## config.mk

```make
export PLATFORM = sky130hd
export DESIGN_NAME = stack_pointer_module
export DESIGN_NICKNAME = d
export VERILOG_FILES = /design/src/rtl/stack_pointer_module.sv
export SDC_FILE = /design/constraint.sdc
export NUM_CORES = 1
export LEC_CHECK = 0
export CORE_MARGIN = 5
export CORE_UTILIZATION = 25
export DETAILED_ROUTE_END_ITERATION = 16
export SLEW_MARGIN = 20
export SYNTH_ARGS = -nofsm -noshare
export SYNTH_HDL_FRONTEND = slang
export SYNTH_SLANG_ARGS = --single-unit
```

## constraint.sdc

```tcl
create_clock -name clk -period 2.6 [get_ports clk]
set_input_delay 0.39 -clock clk [delete_from_list [all_inputs] [get_ports clk]]
set_output_delay 0.39 -clock clk [all_outputs]
set_load 0.03 [all_outputs]
```

## src/rtl/stack_pointer_module.sv

```systemverilog
// ---------------------------------------------------------------------------
// stack_pointer_module
// Descending hardware stack pointer for the URCPU. Push pre-decrements SP and
// writes at the new SP; pop reads at SP and post-increments. Tracks depth,
// full/empty and sticky overflow/underflow errors.
//
// Ports:
//   clk         in   system clock, rising-edge updates
//   rst         in   synchronous active-high reset
//   push        in   push request
//   pop         in   pop request (push+pop together = exchange top)
//   load        in   overwrite SP with load_value (highest priority after rst)
//   load_value  in   WIDTH  value written to SP on load
//   clear_err   in   clear sticky overflow/underflow flags
//   sp          out  WIDTH  current SP register
//   addr        out  WIDTH  combinational memory address for this cycle's op
//   depth       out  WIDTH  STACK_TOP - sp (combinational)
//   empty       out  sp >= STACK_TOP
//   full        out  sp <= STACK_LIMIT
//   borrow_out  out  borrow of sp - 1 (set only when sp == 0)
//   op_done     out  registered pulse: previous cycle's push/pop was accepted
//   overflow    out  sticky: push attempted while full
//   underflow   out  sticky: pop attempted while empty
// ---------------------------------------------------------------------------
module stack_pointer_module #(
    parameter int unsigned           WIDTH       = 20,
    parameter logic [WIDTH-1:0]      STACK_TOP   = 'h10000,
    parameter logic [WIDTH-1:0]      STACK_LIMIT = 'h0F000
) (
    input  logic             clk,
    input  logic             rst,
    input  logic             push,
    input  logic             pop,
    input  logic             load,
    input  logic [WIDTH-1:0] load_value,
    input  logic             clear_err,
    output logic [WIDTH-1:0] sp,
    output logic [WIDTH-1:0] addr,
    output logic [WIDTH-1:0] depth,
    output logic             empty,
    output logic             full,
    output logic             borrow_out,
    output logic             op_done,
    output logic             overflow,
    output logic             underflow
);

    // Registered state
    logic [WIDTH-1:0] r_sp;
    logic             r_op_done;
    logic             r_overflow;
    logic             r_underflow;

    // Next-state and datapath wires
    logic [WIDTH-1:0] w_sp_next;
    logic             w_op_done_next;
    logic             w_overflow_next;
    logic             w_underflow_next;
    logic [WIDTH:0]   w_sp_dec_ext;
    logic [WIDTH-1:0] w_sp_dec;
    logic [WIDTH-1:0] w_sp_inc;
    logic             w_empty;
    logic             w_full;
    logic             w_push_only;
    logic             w_pop_only;
    logic             w_exchange;
    logic             w_set_ovf;
    logic             w_set_udf;

    // Decrement with an extra bit so the borrow falls out of the MSB
    assign w_sp_dec_ext = {1'b0, r_sp} - (WIDTH+1)'(1);
    assign w_sp_dec     = w_sp_dec_ext[WIDTH-1:0];
    assign w_sp_inc     = r_sp + WIDTH'(1);

    // Range checks; an out-of-range loaded SP reads as full or empty
    assign w_empty = (r_sp >= STACK_TOP);
    assign w_full  = (r_sp <= STACK_LIMIT);

    // Operation decode; load masks push/pop for the cycle
    assign w_push_only = !load &&  push && !pop;
    assign w_pop_only  = !load && !push &&  pop;
    assign w_exchange  = !load &&  push &&  pop;

    // Error conditions; exchange on a full stack is legal
    assign w_set_ovf = w_push_only && w_full;
    assign w_set_udf = (w_pop_only || w_exchange) && w_empty;

    // Next-state logic
    always_comb begin
        w_sp_next        = r_sp;
        w_op_done_next   = 1'b0;
        w_overflow_next  = r_overflow;
        w_underflow_next = r_underflow;

        if (load) begin
            w_sp_next = load_value;
        end else if (w_push_only) begin
            if (!w_full) begin
                w_sp_next      = w_sp_dec;
                w_op_done_next = 1'b1;
            end
        end else if (w_pop_only) begin
            if (!w_empty) begin
                w_sp_next      = w_sp_inc;
                w_op_done_next = 1'b1;
            end
        end else if (w_exchange) begin
            w_op_done_next = !w_empty;
        end

        // Set beats clear in the same cycle
        if (clear_err) begin
            w_overflow_next  = 1'b0;
            w_underflow_next = 1'b0;
        end
        if (w_set_ovf) begin
            w_overflow_next = 1'b1;
        end
        if (w_set_udf) begin
            w_underflow_next = 1'b1;
        end
    end

    // State register with synchronous reset
    always_ff @(posedge clk) begin
        if (rst) begin
            r_sp        <= STACK_TOP;
            r_op_done   <= 1'b0;
            r_overflow  <= 1'b0;
            r_underflow <= 1'b0;
        end else begin
            r_sp        <= w_sp_next;
            r_op_done   <= w_op_done_next;
            r_overflow  <= w_overflow_next;
            r_underflow <= w_underflow_next;
        end
    end

    // Address: only an accepted push points below SP
    always_comb begin
        addr = r_sp;
        if (w_push_only && !w_full) begin
            addr = w_sp_dec;
        end
    end

    assign sp         = r_sp;
    assign depth      = STACK_TOP - r_sp;
    assign empty      = w_empty;
    assign full       = w_full;
    assign borrow_out = w_sp_dec_ext[WIDTH];
    assign op_done    = r_op_done;
    assign overflow   = r_overflow;
    assign underflow  = r_underflow;

endmodule

```

Word level (Yosys, flattened, before mapping) --
Index checks and enable logic that the tools add are counted.
Word-level totals: bits in registers 23, bits in latches 0, RAM bits 0, memory bits (read-only) 0, input bits 26, output and inout port bits 66, logic and storage cells 44, memories 0
Cells by class: add/sub/neg operators 3, multiply operators 0, div/mod/pow operators 0, magnitude comparators 2, eq/ne operators 2, shift operators 0, muxes and demuxes 14, bitwise logic cells 0, reduce and logical (&&, ||, !) cells 19
Operator list (count):
- $mux W20 | 6
- $sub A20 B1 Y21 const B | 1
- $add A20 B1 Y20 const B | 1
- $ge A20 B17 Y1 const B | 1
- $le A20 B16 Y1 const B | 1
- $sub A17 B20 Y20 const A | 1
- $logic_and A1 B1 Y1 | 8
- $mux W1 | 8
- $logic_not A1 Y1 | 5
- $reduce_bool A2 Y1 | 2
- $ne A3 B2 Y1 const B | 1
- $ne A3 B3 Y1 const B | 1
- $reduce_and A3 Y1 | 1
- $reduce_bool A3 Y1 | 1
- $reduce_or A2 Y1 | 1
- $logic_or A1 B1 Y1 | 1

Depth between registers and ports, before layout --
word-level depth 6, mapped depth 10, depth with buffers taken out 7

Worst setup path before layout --
No wires, ideal clock.
kind flip-flop to output port, start point register r_sp[0], in the netlist sp[0], end point output port addr[11], arrival time 2.748 ns, path slack -0.538 ns, cell stages (with the launch flop) 10, path buffers 2, path through dfxtp_1 -> buf_4 -> inv_1 -> ha_1 -> nor3b_1 -> nand4_1 -> a21oi_1 -> clkbuf_1 -> nor3_1 -> xnor2_1
On the way: cells in the longest elaborated chain, start to end 4
Ends and longest elaborated chain:
- start: declaration | RTL line 49 | logic [WIDTH-1:0] r_sp;
- start signal: assignment | RTL line 132 | r_sp <= w_sp_next;
- $le A20 B16 Y1 | RTL line 77 | assign w_full = (r_sp <= STACK_LIMIT);
- net full | RTL line 41 | output logic full,
- $logic_not A1 Y1 | RTL line 142 | if (w_push_only && !w_full) begin
- $logic_and A1 B1 Y1 | RTL line 142
- $mux W20 | RTL line 142
- end: declaration | RTL line 38 | output logic [WIDTH-1:0] addr,
The timed path passes the listed nets, and every way through them passes these cells.

Final worst setup path --
start point register r_sp[0], in the netlist sp[0], end point output port addr[18]
On the way: cells in the longest elaborated chain, start to end 4
Ends and longest elaborated chain (RTL line):
- $le A20 B16 Y1 | 77
- $logic_not A1 Y1 | 142
- $logic_and A1 B1 Y1 | 142
- $mux W20 (*) | 142
Every way passes the cells marked *; elsewhere a longest branch is shown, timed or not.

==> results.sh <==
export IMPL_crit_path_start="sp[0]"
export IMPL_htreeDepth=1
export IMPL_synth_area_per_cell_um2=7.41
export IMPL_die_width_um=111
export IMPL_finalSetupViolations=4
export IMPL_fmax_ghz=0.377
export IMPL_worstPathMaxFanout=4
export IMPL_r2r_end="sp[5]"
export IMPL_initial_core_util=0.257
export IMPL_worst_path_buf_inv=3
export IMPL_stdcell_count=602
export IMPL_synth_top_family_by_area="simple AND/OR/NAND/NOR gates"
export IMPL_r2r_start="sp[2]"
export IMPL_synthMuxAreaShare=0.0163
export IMPL_synth_area_um2=2530
export IMPL_area_delta_synth_final_pct=70.8
export IMPL_grt_use_met3=0.0339
export IMPL_slew_violations=0
export IMPL_cts_inserted_buffers=3
export IMPL_rows=36
export IMPL_fin_ws_ns=-0.0543
export IMPL_crit_required_ns=2.21
export IMPL_max_cap_violations=0
export IMPL_drtPass1Iterations=4
export IMPL_ff2ff_path_depth=7
export IMPL_num_antenna_cells=0
export IMPL_ant_nets=0
export IMPL_drtIter0Drc=196
export IMPL_grt_pass1_vias=3210
export IMPL_gp_congestion=0.910
export IMPL_drive_gt1_frac=0.356
export IMPL_design_area_um2=4320
export IMPL_clkSlewWorstSetupHoldPaths_ns=0.10
export IMPL_synth_edff_count=0
export IMPL_drc=0
export IMPL_synthXorXnorAreaFrac=0.128
export IMPL_leakagePower_uw=0.00158
export IMPL_clk_path_buf_depth=2
export IMPL_cp_cell_sequence="inv_2 > buf_4 > ha_4 > nor3b_4 > nand4_1 > or4_4 > nor3_4 > xor2_2 > buf_6"
export IMPL_synthArstFlopShare=0
export IMPL_layout_common_cells="buf_4, clkdlybuf4s50_1, nor2_1"
export IMPL_ys_flop_type="dfxtp_1"
export IMPL_holdPathEnd="underflow"
export IMPL_cts_root_buffer="clkbuf_8"
export IMPL_slowest_delay_ns=0.48
export IMPL_die_h_um=111
export IMPL_final_common_cell="buf_4"
export IMPL_period_minus_slack_ns=2.65
export IMPL_fillerInstances=1004
export IMPL_finClkSkew_ns=0.00296
export IMPL_crit_slowest_cell="or4_4"
export IMPL_worstSetupEndpointType="output pin"
export IMPL_status="finished, violations left"
export IMPL_use_met1=0.232
export IMPL_synthSimpleGateAreaFrac=0.363
export IMPL_grt_pass1_wl_mm=17.1
export IMPL_hp_start="underflow"
export IMPL_worstPathArrival_ns=2.26
export IMPL_placed_cell_area_um2=4080
export IMPL_hold_depth=2
export IMPL_fp_dieArea_um2=12200
export IMPL_peakVddDrop_mv=0.191
export IMPL_finalHoldViolCount=0
export IMPL_top_usage_layer="met2"
export IMPL_drt_total_wl_mm=10.5
export IMPL_worst_path_stages=9
export IMPL_ys_warnings_count=0
export IMPL_syn_num_nets=370
export IMPL_synthAdderAreaFrac=0.0149
export IMPL_overflow=0
export IMPL_portBuffers=91
export IMPL_cp_start_kind="flop"
export IMPL_synthCells=341
export IMPL_crit_type="flop to output pin"
export IMPL_yosys_cell_types_count=64
export IMPL_cts_tree="built"
export IMPL_nets=499
export IMPL_placedCellCount=592
export IMPL_p_per_area_nw_per_um2=381
export IMPL_met2_usage=0.265
export IMPL_grtUsageTotal=0.165
export IMPL_rsz0062_at_grt="yes"
export IMPL_antenna_found_initial=0
export IMPL_clock_sink_count=23
export IMPL_clk_latency_ns=0.28
export IMPL_dp_final_hpwl_mm=8.30
export IMPL_tightest_slew_ns=0.570
export IMPL_viasPerCell=5.15
export IMPL_post_route_util=0.439
export IMPL_finalCritPeriodShare=1.02
export IMPL_cpLargestDelayFamily="simple AND/OR/NAND/NOR gates"
export IMPL_io_pins=92
export IMPL_synth_compound_area_frac=0.203
export IMPL_ys_ff_latch=23
export IMPL_maxSlewHeadroom=0.619
export IMPL_grt_max_degree=29
export IMPL_hold_class="flop to flop"
export IMPL_vias=3100
export IMPL_r2r_slack_ns=0.23
export IMPL_routedWlPerCell_um=17.4
export IMPL_core_area_um2=9820
export IMPL_yosysSeqAreaShare=0.182
export IMPL_violations="negative setup slack"
==> metrics by stage <==
stage / hold slack, ns / setup slack (ns) / TNS, ns / power (uW)
floorplan: 0.526 / -0.0561 / -0.144 / 949
global placement: 0.462 / -0.00897 / -0.00897 / 1360
detailed placement: 0.459 / -0.0431 / -0.0431 / 1370
CTS: 0.482 / -0.0709 / -0.118 / 1640
global route: 0.507 / -0.175 / -1.78 / 1730
finish: 0.478 / -0.0543 / -0.104 / 1640
==> cell families (layout without fill, tap and decap cells) <==
| family | Yosys count | count (layout) |
|---|---|---|
| xor gates and xnor gates | 37 | 37 |
| buffers and inverters | 48 | 176 |
| and+or+nand+nor | 156 | 156 |
| AOI/OAI and AO/OA | 70 | 70 |
| muxes | 4 | 4 |
| adders and majority gates | 3 | 3 |
| DFF | 23 | 23 |
==> Yosys cell counts (5+ instances only) <==
cell type	n	area share
xor2_1	16	0.055
dfxtp_1	23	0.18
nor3_1	18	0.036
or3_1	18	0.045
buf_6	5	0.022
xnor2_1	21	0.073
nor2_1	31	0.046
nand2_1	17	0.025
nand3_1	6	0.012
a311oi_1	12	0.042
clkbuf_1	22	0.033
nand2b_1	6	0.015
buf_2	7	0.014
nor4_1	14	0.035
o21ai_0	14	0.028
inv_1	9	0.013
nand4_1	10	0.025
a21oi_1	10	0.020
nor3b_1	5	0.015
==> worst max path at each step <==
| stage | to |
|---|---|
| finish | addr[18] |
| global route | addr[18] |
| CTS | addr[18] |
| detailed placement | addr[19] |
| global placement | addr[19] |
| floorplan | addr[13] |
==> where the power goes <==
| part | internal [uW] | switching (uW) | total (uW) |
|---|---|---|---|
| sequential | 377 | 27.1 | 404 |
| combinational | 433 | 560 | 993 |
| clock | 110 | 137 | 248 |
| total | 920 | 725 | 1640 |
==> layout make-up <==
cell class | instances | area (um2) | share of cell area
multi-input combinational | 270 | 2120 | 0.490
sequential | 23 | 468 | 0.108
tap | 133 | 166 | 0.0386
timing repair buffer | 162 | 1480 | 0.344
inverter | 10 | 37.5 | 0.00870
clock buffer | 4 | 45.0 | 0.0104
==> metal layers <==
metal	share of wire	wire, um	vias up
met1	0.48	4980	1462
met5	0	0	-
li1	-	-	1512
met2	0.44	4600	120
met4	0.0073	76	0
met3	0.076	794	6
==> tightest hold or removal path: stages, from the launching register on <==
cell,delay (ns)
dfxtp_1,0.32
nand2b_1,0.06
a21oi_1,0.05
==> repair_timing <==
| item | CTS | global route |
|---|---|---|
| resized for setup | 24 | 11 |
| cloned | 0 | 0 |
| setup endpoints to repair | 20 | 27 |
| hold buffers | 0 | 0 |
| buffers inserted | 5 | 1 |
| pin swaps | 4 | 4 |
==> state kept, by name (all words and copies together), names as in the netlist <==
signal and flops:
sp 20, op_done 1, overflow 1, underflow 1
No activity file was read; power rests on OpenSTA's default activity.
